<file path="src/rtl/uart_tx_resposta.sv">
// UART transmitter for the sensor response: sends a latched command byte then a
// value byte as two back-to-back 8N1 frames, with busy/done/overrun status.
module uart_tx_resposta #(
    parameter int CLK_FREQ  = 50000000,
    parameter int BAUD_RATE = 9600
) (
    input  logic       clock,
    input  logic       reset,
    input  logic       send,
    input  logic [7:0] command_in,
    input  logic [7:0] value_in,
    output logic       tx,
    output logic       busy,
    output logic       done,
    output logic       overrun
);

    localparam int CLKS_PER_BIT = CLK_FREQ / BAUD_RATE;
    localparam int BW           = $clog2(CLKS_PER_BIT);
    localparam logic [BW-1:0] BAUD_LAST = BW'(CLKS_PER_BIT - 1);

    typedef enum logic [1:0] {IDLE, START, DATA, STOP} state_t;

    state_t        state, state_next;
    logic [BW-1:0] baud_cnt;
    logic [2:0]    bit_idx;
    logic          byte_idx;
    logic [7:0]    shreg, hold;
    logic          bit_end, accept;

    assign bit_end = (baud_cnt == BAUD_LAST);
    // The done cycle still counts as busy so a send landing on it is dropped.
    assign accept  = send && (state == IDLE) && !done;

    always_ff @(posedge clock or posedge reset) begin
        if (reset) state <= IDLE;
        else       state <= state_next;
    end

    always_comb begin
        state_next = state;
        tx         = 1'b1;
        case (state)
            IDLE:  if (accept) state_next = START;
            START: begin
                tx = 1'b0;
                if (bit_end) state_next = DATA;
            end
            DATA: begin
                tx = shreg[bit_idx];
                if (bit_end && bit_idx == 3'd7) state_next = STOP;
            end
            STOP:  if (bit_end) state_next = byte_idx ? IDLE : START;
            default: state_next = IDLE;
        endcase
    end

    always_ff @(posedge clock or posedge reset) begin
        if (reset) begin
            baud_cnt <= '0;
            bit_idx  <= '0;
            byte_idx <= 1'b0;
            shreg    <= 8'h00;
            hold     <= 8'h00;
            busy     <= 1'b0;
            done     <= 1'b0;
            overrun  <= 1'b0;
        end else begin
            done <= 1'b0;
            if (send && !accept) overrun <= 1'b1;

            if (state == IDLE || state_next != state || bit_end) baud_cnt <= '0;
            else                                                 baud_cnt <= baud_cnt + 1'b1;

            case (state)
                IDLE: if (accept) begin
                    shreg    <= command_in;
                    hold     <= value_in;
                    byte_idx <= 1'b0;
                    bit_idx  <= '0;
                    busy     <= 1'b1;
                end
                START: if (bit_end) bit_idx <= '0;
                DATA:  if (bit_end) bit_idx <= bit_idx + 3'd1;
                STOP: if (bit_end) begin
                    if (!byte_idx) begin
                        shreg    <= hold;
                        byte_idx <= 1'b1;
                    end else begin
                        busy <= 1'b0;
                        done <= 1'b1;
                    end
                end
                default: ;
            endcase
        end
    end

endmodule

</file>
<file path="config.mk">
export PLATFORM = sky130hd
export DESIGN_NAME = uart_tx_resposta
export DESIGN_NICKNAME = d
export VERILOG_FILES = /design/src/rtl/uart_tx_resposta.sv
export SDC_FILE = /design/constraint.sdc
export NUM_CORES = 1
export LEC_CHECK = 0
export ABC_AREA = 0
export CAP_MARGIN = 10
export CORE_MARGIN = 1.5
export CORE_UTILIZATION = 45
export CTS_BUF_LIST = sky130_fd_sc_hd__clkbuf_4
export DETAILED_ROUTE_END_ITERATION = 8
export PLACE_DENSITY = 0.76
export SYNTH_ARGS = -nofsm -noshare
export SYNTH_HDL_FRONTEND = slang
export SYNTH_SLANG_ARGS = --single-unit
</file>
<file path="constraint.sdc">
create_clock -name clock -period 2.1 [get_ports clock]
set_input_delay 0.42 -clock clock [delete_from_list [all_inputs] [get_ports clock]]
set_output_delay 0.42 -clock clock [all_outputs]
set_load 0.01 [all_outputs]
</file>
==> results of run 1 <==
==> stage by stage <==
step           std cells  power [mW]  area [um2]  worst slack [ns]  hold WS (ns)
4_1_cts              260        1.21        2250            0.0321         0.432
3_3_place_gp         253       0.835        2210            -0.172         0.441
2_1_floorplan        174       0.786        1850             0.250         0.440
6_report             260        1.20        2250             0.110         0.420
3_5_place_dp         253       0.836        2210            -0.214         0.458
5_1_grt              260        1.25        2250            0.0139         0.461
==> area by class of cell <==
| class | instances | area [um2] | share of cell area |
|---|---|---|---|
| well taps | 50 | 62.6 | 0.0277 |
| repair buffers | 34 | 318 | 0.141 |
| inverters | 8 | 30.0 | 0.0133 |
| clock buffers | 7 | 52.6 | 0.0233 |
| flip-flops and latches | 38 | 952 | 0.422 |
| multi-input cells | 123 | 840 | 0.372 |
==> how the worst min path moves through the flow <==
stage                             start                     to  slack [ns]  cells after the start
floorplan           hold[7]$_DFFE_PP0P_    hold[7]$_DFFE_PP0P_        0.44                      2
global placement    overrun$_DFFE_PP0P_    overrun$_DFFE_PP0P_        0.44                      1
detailed placement  hold[3]$_DFFE_PP0P_    hold[3]$_DFFE_PP0P_        0.46                      2
CTS                               reset  baud_cnt[5]$_DFF_PP0_        0.43                      3
global route                      reset    hold[6]$_DFFE_PP0P_        0.46                      3
finish                            reset    hold[4]$_DFFE_PP0P_        0.42                      3
==> registers in the layout (all words and copies together), names as in the netlist <==
signal and count:
hold 8, byte_idx 1, state 2, shreg 8, bit_idx 3, done 1
overrun 1, busy 1, baud_cnt 13
==> repair_timing <==
action / CTS / global route
resized for setup: 4 / 1
hold buffers: 0 / 0
endpoints found under the setup margin: 1 / 1
==> worst max-delay path: stages, from the launching register on <==
cell,delay [ns]
sky130_fd_sc_hd__dfrtp_2,0.42
sky130_fd_sc_hd__mux4_2,0.50
sky130_fd_sc_hd__nand2_1,0.08
sky130_fd_sc_hd__a31oi_1,0.08
sky130_fd_sc_hd__buf_2,0.15
==> per-layer routing <==
layer,share of wire,track usage,vias up,wire (um)
met5,0,0,-,0
met4,0.017,0.0612,0,59
met3,0.032,0.0456,7,112
met2,0.47,0.277,26,1670
met1,0.48,0.242,662,1700
li1,-,-,663,-
==> cells by family after synthesis <==
| group | synth area share |
|---|---|
| flip-flops | 0.514 |
| adder cells (fa/ha/maj) | 0.0203 |
| XOR/XNOR | 0.0568 |
| AO/OA/AOI/OAI | 0.0501 |
| multiplexers | 0.122 |
| buffers and inverters | 0.0318 |
| AND/OR/NAND/NOR | 0.205 |
==> power breakdown <==
group / switching [mW] / internal [mW] / leakage [nW]
combinational: 0.0270 / 0.0473 / 0.513
clock: 0.225 / 0.152 / 0.0322
sequential: 0.00501 / 0.741 / 0.472
total: 0.257 / 0.940 / 1.02
==> synth_stat cells (all sizes together), types with 3 or more instances <==
cell,n,area share
dfrtp,38,0.51
nand2,35,0.071
nor2,19,0.039
mux2,16,0.097
xnor2,9,0.043
inv,8,0.016
nand3,7,0.022
nor3,4,0.011
buf,3,0.012
ha,3,0.020
nand4,3,0.010
o21ai,3,0.010
o221ai,3,0.014
xor2,3,0.014
==> insert_results.sql, run 1 <==
INSERT INTO impl_metrics (metric_group, metric, value, unit) VALUES
('clock_network', 'clkLatencyLatePin', '0.34', 'ns'),
('placement', 'io_buffers', '22', ''),
('routing', 'route.antenna.remaining_nets', '0', ''),
('global_route', 'gr-total-overflow', '0', ''),
('yosys', 'synth_cell_types', '33', ''),
('routing', 'post_drt_wl_per_cell', '13.6', 'um'),
('timing', 'setup_tns', '0', 'ns'),
('placement', 'globalplace.congestion', '0.708', ''),
('clock_network', 'tritoncts.num_buffers', '5', ''),
('floorplanning', 'design.core.area', '3970', 'um2'),
('timing', 'finClkSkew', '0.00473', 'ns'),
('clock_network', 'cts_htree_levels', '2', ''),
('clock_network', 'clkSlewWorstSetupHoldPaths', '0.11', 'ns'),
('job', 'max_cap_violations', '0', ''),
('yosys', 'syn-num-nets', '196', ''),
('setup_path', 'timing.rr.start', 'state[1]$_DFF_PP0_', ''),
('setup_path', 'critPathCapture', 'tx', ''),
('yosys', 'post_synth_instance_area', '1850', 'um2'),
('status', 'run_status', 'complete, no violations', ''),
('yosys', 'synth_edf_count', '0', ''),
('yosys', 'yosys_most_used_dff', 'sky130_fd_sc_hd__dfrtp_1', ''),
('setup_path', 'crit_end_element', 'primary output', ''),
('hold_path', 'hold_path.class', 'in -> async', ''),
('finish', 'post_route_cells_drive_above_1_share', '0.214', ''),
('finish', 'layout.core_utilization', '0.568', ''),
('timing', 'rsz0062_at_grt', 'false', ''),
('global_route', 'grt_util_all_layers', '0.178', ''),
('power', 'power-per-cell-area', '531', 'nW/um2'),
('clock_network', 'tritoncts', 'built', ''),
('finish', 'layout_commonest_cell', 'sky130_fd_sc_hd__dfrtp_1', ''),
('timing', 'post-route-min-period', '1.99', 'ns'),
('clock_network', 'cts.sink_count', '38', ''),
('floorplanning', 'fp.dieW', '67.1', 'um'),
('global_route', 'largest_net_degree_at_the_start_of_global_routing', '39', ''),
('timing', 'worstMarginPinSlew', '0.513', 'ns'),
('routing', 'drt-total-wl', '3.54', 'mm'),
('finish', 'layout_common_cells', '37 x sky130_fd_sc_hd__dfrtp_1, 35 x sky130_fd_sc_hd__nand2_1, 21 x sky130_fd_sc_hd__clkdlybuf4s50_1', ''),
('yosys', 'async_reset_ff_frac', '1.00', ''),
('setup_path', 'ff_to_ff_end', 'shreg[2]$_DFFE_PP0P_', ''),
('floorplanning', 'area_of_the_die', '4500', 'um2'),
('routing', 'route.detailed.vias_per_inst', '5.22', ''),
('yosys', 'ys_ff_latch', '38', ''),
('clock_network', 'max-clock-path-buffers', '2', ''),
('timing', 'fmax', '503', 'MHz'),
('yosys', 'synthesis.instances', '174', ''),
('setup_path', 'startpoint', 'bit_idx[0]$_DFFE_PP0P_', ''),
('floorplanning', 'initial_core_util', '0.466', ''),
('finish', 'num_antenna_cells', '0', ''),
('routing', 'firstDrtPassIters', '4', ''),
('floorplanning', 'io_pins', '23', ''),
('clock_network', 'postCtsSetupRepairBufs', '0', ''),
('yosys', 'synth_seq_area_share', '0.514', ''),
('finish', 'layout.filler_cells', '346', ''),
('setup_path', 'worstRegToRegCells', '4', ''),
('setup_path', 'crit_fanout', '3', ''),
('power', 'power.static_leakage', '1.02', 'nW'),
('global_route', 'grt_pass1_wl', '5.93', 'mm'),
('floorplanning', 'die_h', '67.1', 'um'),
('setup_path', 'critical_setup_path_class', 'reg -> out', ''),
('setup_path', 'required', '1.68', 'ns'),
('floorplanning', 'placement_rows', '23', ''),
('timing', 'hold_viol_final', '0', ''),
('yosys', 'average_cell_area_after_synthesis', '10.6', 'um2'),
('routing', 'drc', '0', ''),
('timing', 'slew-limit-headroom', '0.653', ''),
('routing', 'drt-initial-drc-count', '85', ''),
('yosys', 'ys.warnings.count', '0', ''),
('clock_network', 'cts-root-buf', 'sky130_fd_sc_hd__clkbuf_4', ''),
('timing', 'timing.final.max_slew_violations', '0', ''),
('setup_path', 'reg2reg_setup_slack', '0.14', 'ns'),
('power', 'vdd.ir_drop.worst', '364', 'uV'),
('timing', 'fin_crit_share', '0.947', ''),
('finish', 'layout_overhead_on_the_synthesized_area', '21.9', '%'),
('routing', 'detailroute.via_count', '1358', ''),
('setup_path', 'start_kind', 'flop', ''),
('global_route', 'grt_pass1_vias', '1293', ''),
('timing', 'setup_violations', '0', ''),
('placement', 'place_hpwl', '2.61', 'mm'),
('setup_path', 'cp_data_arrival_time', '1.57', 'ns'),
('finish', 'final_net_count', '232', ''),
('global_route', 'antenna_found_initial', '0', '');
No activity file was read; power rests on OpenSTA's default activity.
==> inputs of run 2 (changes only) <==
--- a/config.mk
+++ b/config.mk
@@ -5,13 +5,13 @@
 export SDC_FILE = /design/constraint.sdc
 export NUM_CORES = 1
 export LEC_CHECK = 0
-export ABC_AREA = 0
+export ABC_AREA = 1
 export CAP_MARGIN = 10
 export CORE_MARGIN = 1.5
 export CORE_UTILIZATION = 45
 export CTS_BUF_LIST = sky130_fd_sc_hd__clkbuf_4
 export DETAILED_ROUTE_END_ITERATION = 8
-export PLACE_DENSITY = 0.76
+export PLACE_DENSITY = 0.75
 export SYNTH_ARGS = -nofsm -noshare
 export SYNTH_HDL_FRONTEND = slang
 export SYNTH_SLANG_ARGS = --single-unit
==> insert_results.sql, run 2 <==
INSERT INTO impl_metrics (metric_group, metric, value, unit) VALUES
('yosys', 'ys.warnings.count', '0', ''),
('timing', 'fin_crit_share', '0.930', ''),
('yosys', 'synth_seq_area_share', '0.489', ''),
('finish', 'post_route_cells_drive_above_1_share', '0.131', ''),
('setup_path', 'timing.rr.start', 'baud_cnt[0]$_DFF_PP0_', ''),
('hold_path', 'hold_path.class', 'in -> async', ''),
('floorplanning', 'placement_rows', '23', ''),
('yosys', 'synth_cell_types', '26', ''),
('clock_network', 'cts-root-buf', 'sky130_fd_sc_hd__clkbuf_4', ''),
('floorplanning', 'initial_core_util', '0.476', ''),
('finish', 'largest-register', 'baud_cnt', ''),
('clock_network', 'clkLatencyLatePin', '0.34', 'ns'),
('timing', 'setup_violations', '0', ''),
('timing', 'final_critical_path_setup_slack', '0.147', 'ns'),
('setup_path', 'ff_to_ff_end', 'bit_idx[2]$_DFFE_PP0P_', ''),
('global_route', 'gr-total-overflow', '0', ''),
('clock_network', 'tritoncts', 'built', ''),
('setup_path', 'critical_setup_path_class', 'reg -> out', ''),
('global_route', 'antenna_found_initial', '0', ''),
('routing', 'detailroute.via_count', '1525', ''),
('yosys', 'synth_most_common_cell', 'sky130_fd_sc_hd__nand2_1', ''),
('timing', 'fmax', '512', 'MHz'),
('placement', 'io_buffers', '22', ''),
('finish', 'final_net_count', '288', ''),
('setup_path', 'cp_slowest_cell', 'sky130_fd_sc_hd__dfrtp_2', ''),
('yosys', 'ys_top_cells_by_count', '60 x sky130_fd_sc_hd__nand2_1, 38 x sky130_fd_sc_hd__dfrtp_1, 27 x sky130_fd_sc_hd__inv_1, 27 x sky130_fd_sc_hd__nor2_1, 19 x sky130_fd_sc_hd__o21ai_0', ''),
('finish', 'post_layout_nonfiller_instances', '317', ''),
('finish', 'layout.filler_cells', '394', ''),
('timing', 'timing.final.max_slew_violations', '0', ''),
('placement', 'post-place-cells', '309', ''),
('placement', 'place_hpwl', '2.63', 'mm'),
('clock_network', 'postCtsSetupRepairBufs', '0', ''),
('clock_network', 'clkSlewWorstSetupHoldPaths', '0.11', 'ns'),
('yosys', 'netlist.top_cell.by_area', 'sky130_fd_sc_hd__dfrtp_1', ''),
('status', 'run_status', 'complete, no violations', ''),
('setup_path', 'start_kind', 'flop', ''),
('placement', 'globalplace.congestion', '0.823', ''),
('yosys', 'synthesis.instances', '239', ''),
('yosys', 'average_cell_area_after_synthesis', '8.13', 'um2'),
('routing', 'route.detailed.vias_per_inst', '4.81', ''),
('setup_path', 'worstRegToRegCells', '9', ''),
('placement', 'placement.cell_area', '2210', 'um2'),
('setup_path', 'critical-path-max-stage-delay', '0.46', 'ns'),
('global_route', 'largest_net_degree_at_the_start_of_global_routing', '39', ''),
('yosys', 'synth_edf_count', '0', ''),
('setup_path', 'crit_fanout', '7', ''),
('floorplanning', 'io_pins', '23', ''),
('timing', 'rsz0062_at_grt', 'false', ''),
('routing', 'maxUsedRoutingLayer', 'met4', ''),
('global_route', 'grt_util_all_layers', '0.170', ''),
('yosys', 'ys_ff_latch', '38', ''),
('yosys', 'area_share_of_the_largest_cell_type_after_synthesis', '0.489', ''),
('floorplanning', 'die_h', '68.7', 'um'),
('clock_network', 'cts.sink_count', '38', ''),
('routing', 'drc', '0', ''),
('routing', 'route.antenna.remaining_nets', '0', ''),
('power', 'power-per-cell-area', '723', 'nW/um2'),
('finish', 'stdcell_area', '2270', 'um2'),
('finish', 'num_antenna_cells', '0', ''),
('timing', 'hold_viol_final', '0', ''),
('yosys', 'yosys_most_used_dff', 'sky130_fd_sc_hd__dfrtp_1', ''),
('timing', 'slew-limit-headroom', '0.694', ''),
('setup_path', 'path_common_cell', 'sky130_fd_sc_hd__nand3_1', ''),
('finish', 'layout_overhead_on_the_synthesized_area', '16.6', '%'),
('clock_network', 'tritoncts.num_buffers', '5', ''),
('yosys', 'synth.top_cells.by_area', 'sky130_fd_sc_hd__dfrtp_1 49%, sky130_fd_sc_hd__nand2_1 12%, sky130_fd_sc_hd__inv_1 5.2%', ''),
('finish', 'largest_register_ffs', '13', ''),
('routing', 'firstDrtPassIters', '4', ''),
('setup_path', 'crit_end_element', 'primary output', ''),
('yosys', 'post_synth_instance_area', '1940', 'um2'),
('floorplanning', 'area_of_the_die', '4720', 'um2'),
('setup_path', 'required', '1.68', 'ns'),
('setup_path', 'reg2reg_setup_slack', '0.39', 'ns'),
('routing', 'dr_wl_met2', '1.52', 'mm'),
('job', 'max_cap_violations', '0', ''),
('floorplanning', 'design.core.area', '4090', 'um2'),
('finish', 'reg.largest.list', 'baud_cnt (13), hold (8), shreg (8)', ''),
('finish', 'layout_common_cells', '60 x sky130_fd_sc_hd__nand2_1, 37 x sky130_fd_sc_hd__dfrtp_1, 27 x sky130_fd_sc_hd__nor2_1', ''),
('routing', 'post_drt_wl_per_cell', '11.0', 'um'),
('power', 'vdd.ir_drop.worst', '413', 'uV'),
('placement', 'place_ws', '0.162', 'ns'),
('global_route', 'grt_pass1_vias', '1282', ''),
('timing', 'setup_tns', '0', 'ns'),
('global_route', 'grt_pass1_wl', '5.84', 'mm'),
('yosys', 'async_reset_ff_frac', '1.00', ''),
('power', 'power.static_leakage', '1.08', 'nW'),
('timing', 'finClkSkew', '0.00824', 'ns'),
('finish', 'layout_commonest_cell', 'sky130_fd_sc_hd__nand2_1', ''),
('routing', 'drt-total-wl', '3.49', 'mm'),
('routing', 'drt-initial-drc-count', '79', ''),
('yosys', 'syn-num-nets', '261', ''),
('timing', 'post-route-min-period', '1.95', 'ns'),
('floorplanning', 'fp.dieW', '68.7', 'um'),
('routing', 'met1Wirelength', '1.81', 'mm'),
('routing', 'detailroute.wirelength.met3', '111', 'um'),
('clock_network', 'cts_htree_levels', '2', ''),
('setup_path', 'timing.critical_path.cells', 'inv_2 > nand2_1 > nand3_1 > nand3_1 > a31oi_1 > dlygate4sd2_1', ''),
('clock_network', 'max-clock-path-buffers', '2', ''),
('setup_path', 'path_delay_family', 'flip-flops', ''),
('timing', 'worstMarginPinSlew', '0.458', 'ns'),
('setup_path', 'crit_buf_inv', '2', ''),
('setup_path', 'cp_data_arrival_time', '1.53', 'ns');
[run 2: layout make-up]
type / count / area [um2] / area share
clock buffer: 6 / 45.0 / 0.0199
timing repair buffer: 25 / 241 / 0.107
multi-input combinational: 164 / 836 / 0.369
sequential: 38 / 952 / 0.420
tap: 50 / 62.6 / 0.0276
inverter: 32 / 120 / 0.0530
clock inverter: 2 / 8.76 / 0.00387
[run 2: power breakdown]
part           internal (mW)  switching, mW  leakage (nW)
registers              0.842         0.0969         0.471
logic                  0.149          0.188         0.573
clock network          0.139          0.224        0.0331
total                   1.13          0.509          1.08
[run 2: cell families (layout without fill, tap and decap cells)]
| family | Yosys count | in the layout | synth area share |
|---|---|---|---|
| buffers and inverters | 37 | 65 | 0.0805 |
| AOI/OAI and AO/OA | 34 | 34 | 0.108 |
| DFF | 38 | 38 | 0.489 |
| adders and majority gates | 3 | 3 | 0.0193 |
| xor gates and xnor gates | 7 | 7 | 0.0316 |
| and+or+nand+nor | 120 | 120 | 0.272 |
[run 2: repair_timing]
action | in CTS | in global routing
setup endpoints to repair | 1 | 0
hold buffers | 0 | 0
gates resized for setup | 3 | 0
hold endpoints to repair | 0 | 0
[run 2: routing by layer]
layer  vias up  track usage
met2        25        0.231
li1        813            -
met4         0       0.0735
met3         5       0.0438
met1       682        0.253
met5         -            0
[run 2: through the flow]
step	util	power, mW	hold slack (ns)
global placement	0.541	1.28	0.450
detailed placement	0.541	1.29	0.455
floorplan	-	1.19	0.431
CTS	0.555	1.66	0.470
finish	0.555	1.64	0.468
global route	0.555	1.76	0.510
[run 2: worst max-delay path by stage]
stage,end,depth (start not counted),slack [ns],start
floorplan,tx,5,0.70,bit_idx[0]$_DFFE_PP0P_
global placement,tx,6,0.23,bit_idx[0]$_DFFE_PP0P_
detailed placement,tx,6,0.16,bit_idx[0]$_DFFE_PP0P_
CTS,tx,6,0.12,bit_idx[0]$_DFFE_PP0P_
global route,tx,6,0.007,bit_idx[0]$_DFFE_PP0P_
finish,tx,6,0.15,bit_idx[0]$_DFFE_PP0P_
[run 2: worst register-to-register path: cells and delay by family (launching register included)]
family	cells	cell delay, ns
buf+inv	1	0.09
flops	1	0.38
fa+ha+maj	1	0.18
simple gates	7	1.00
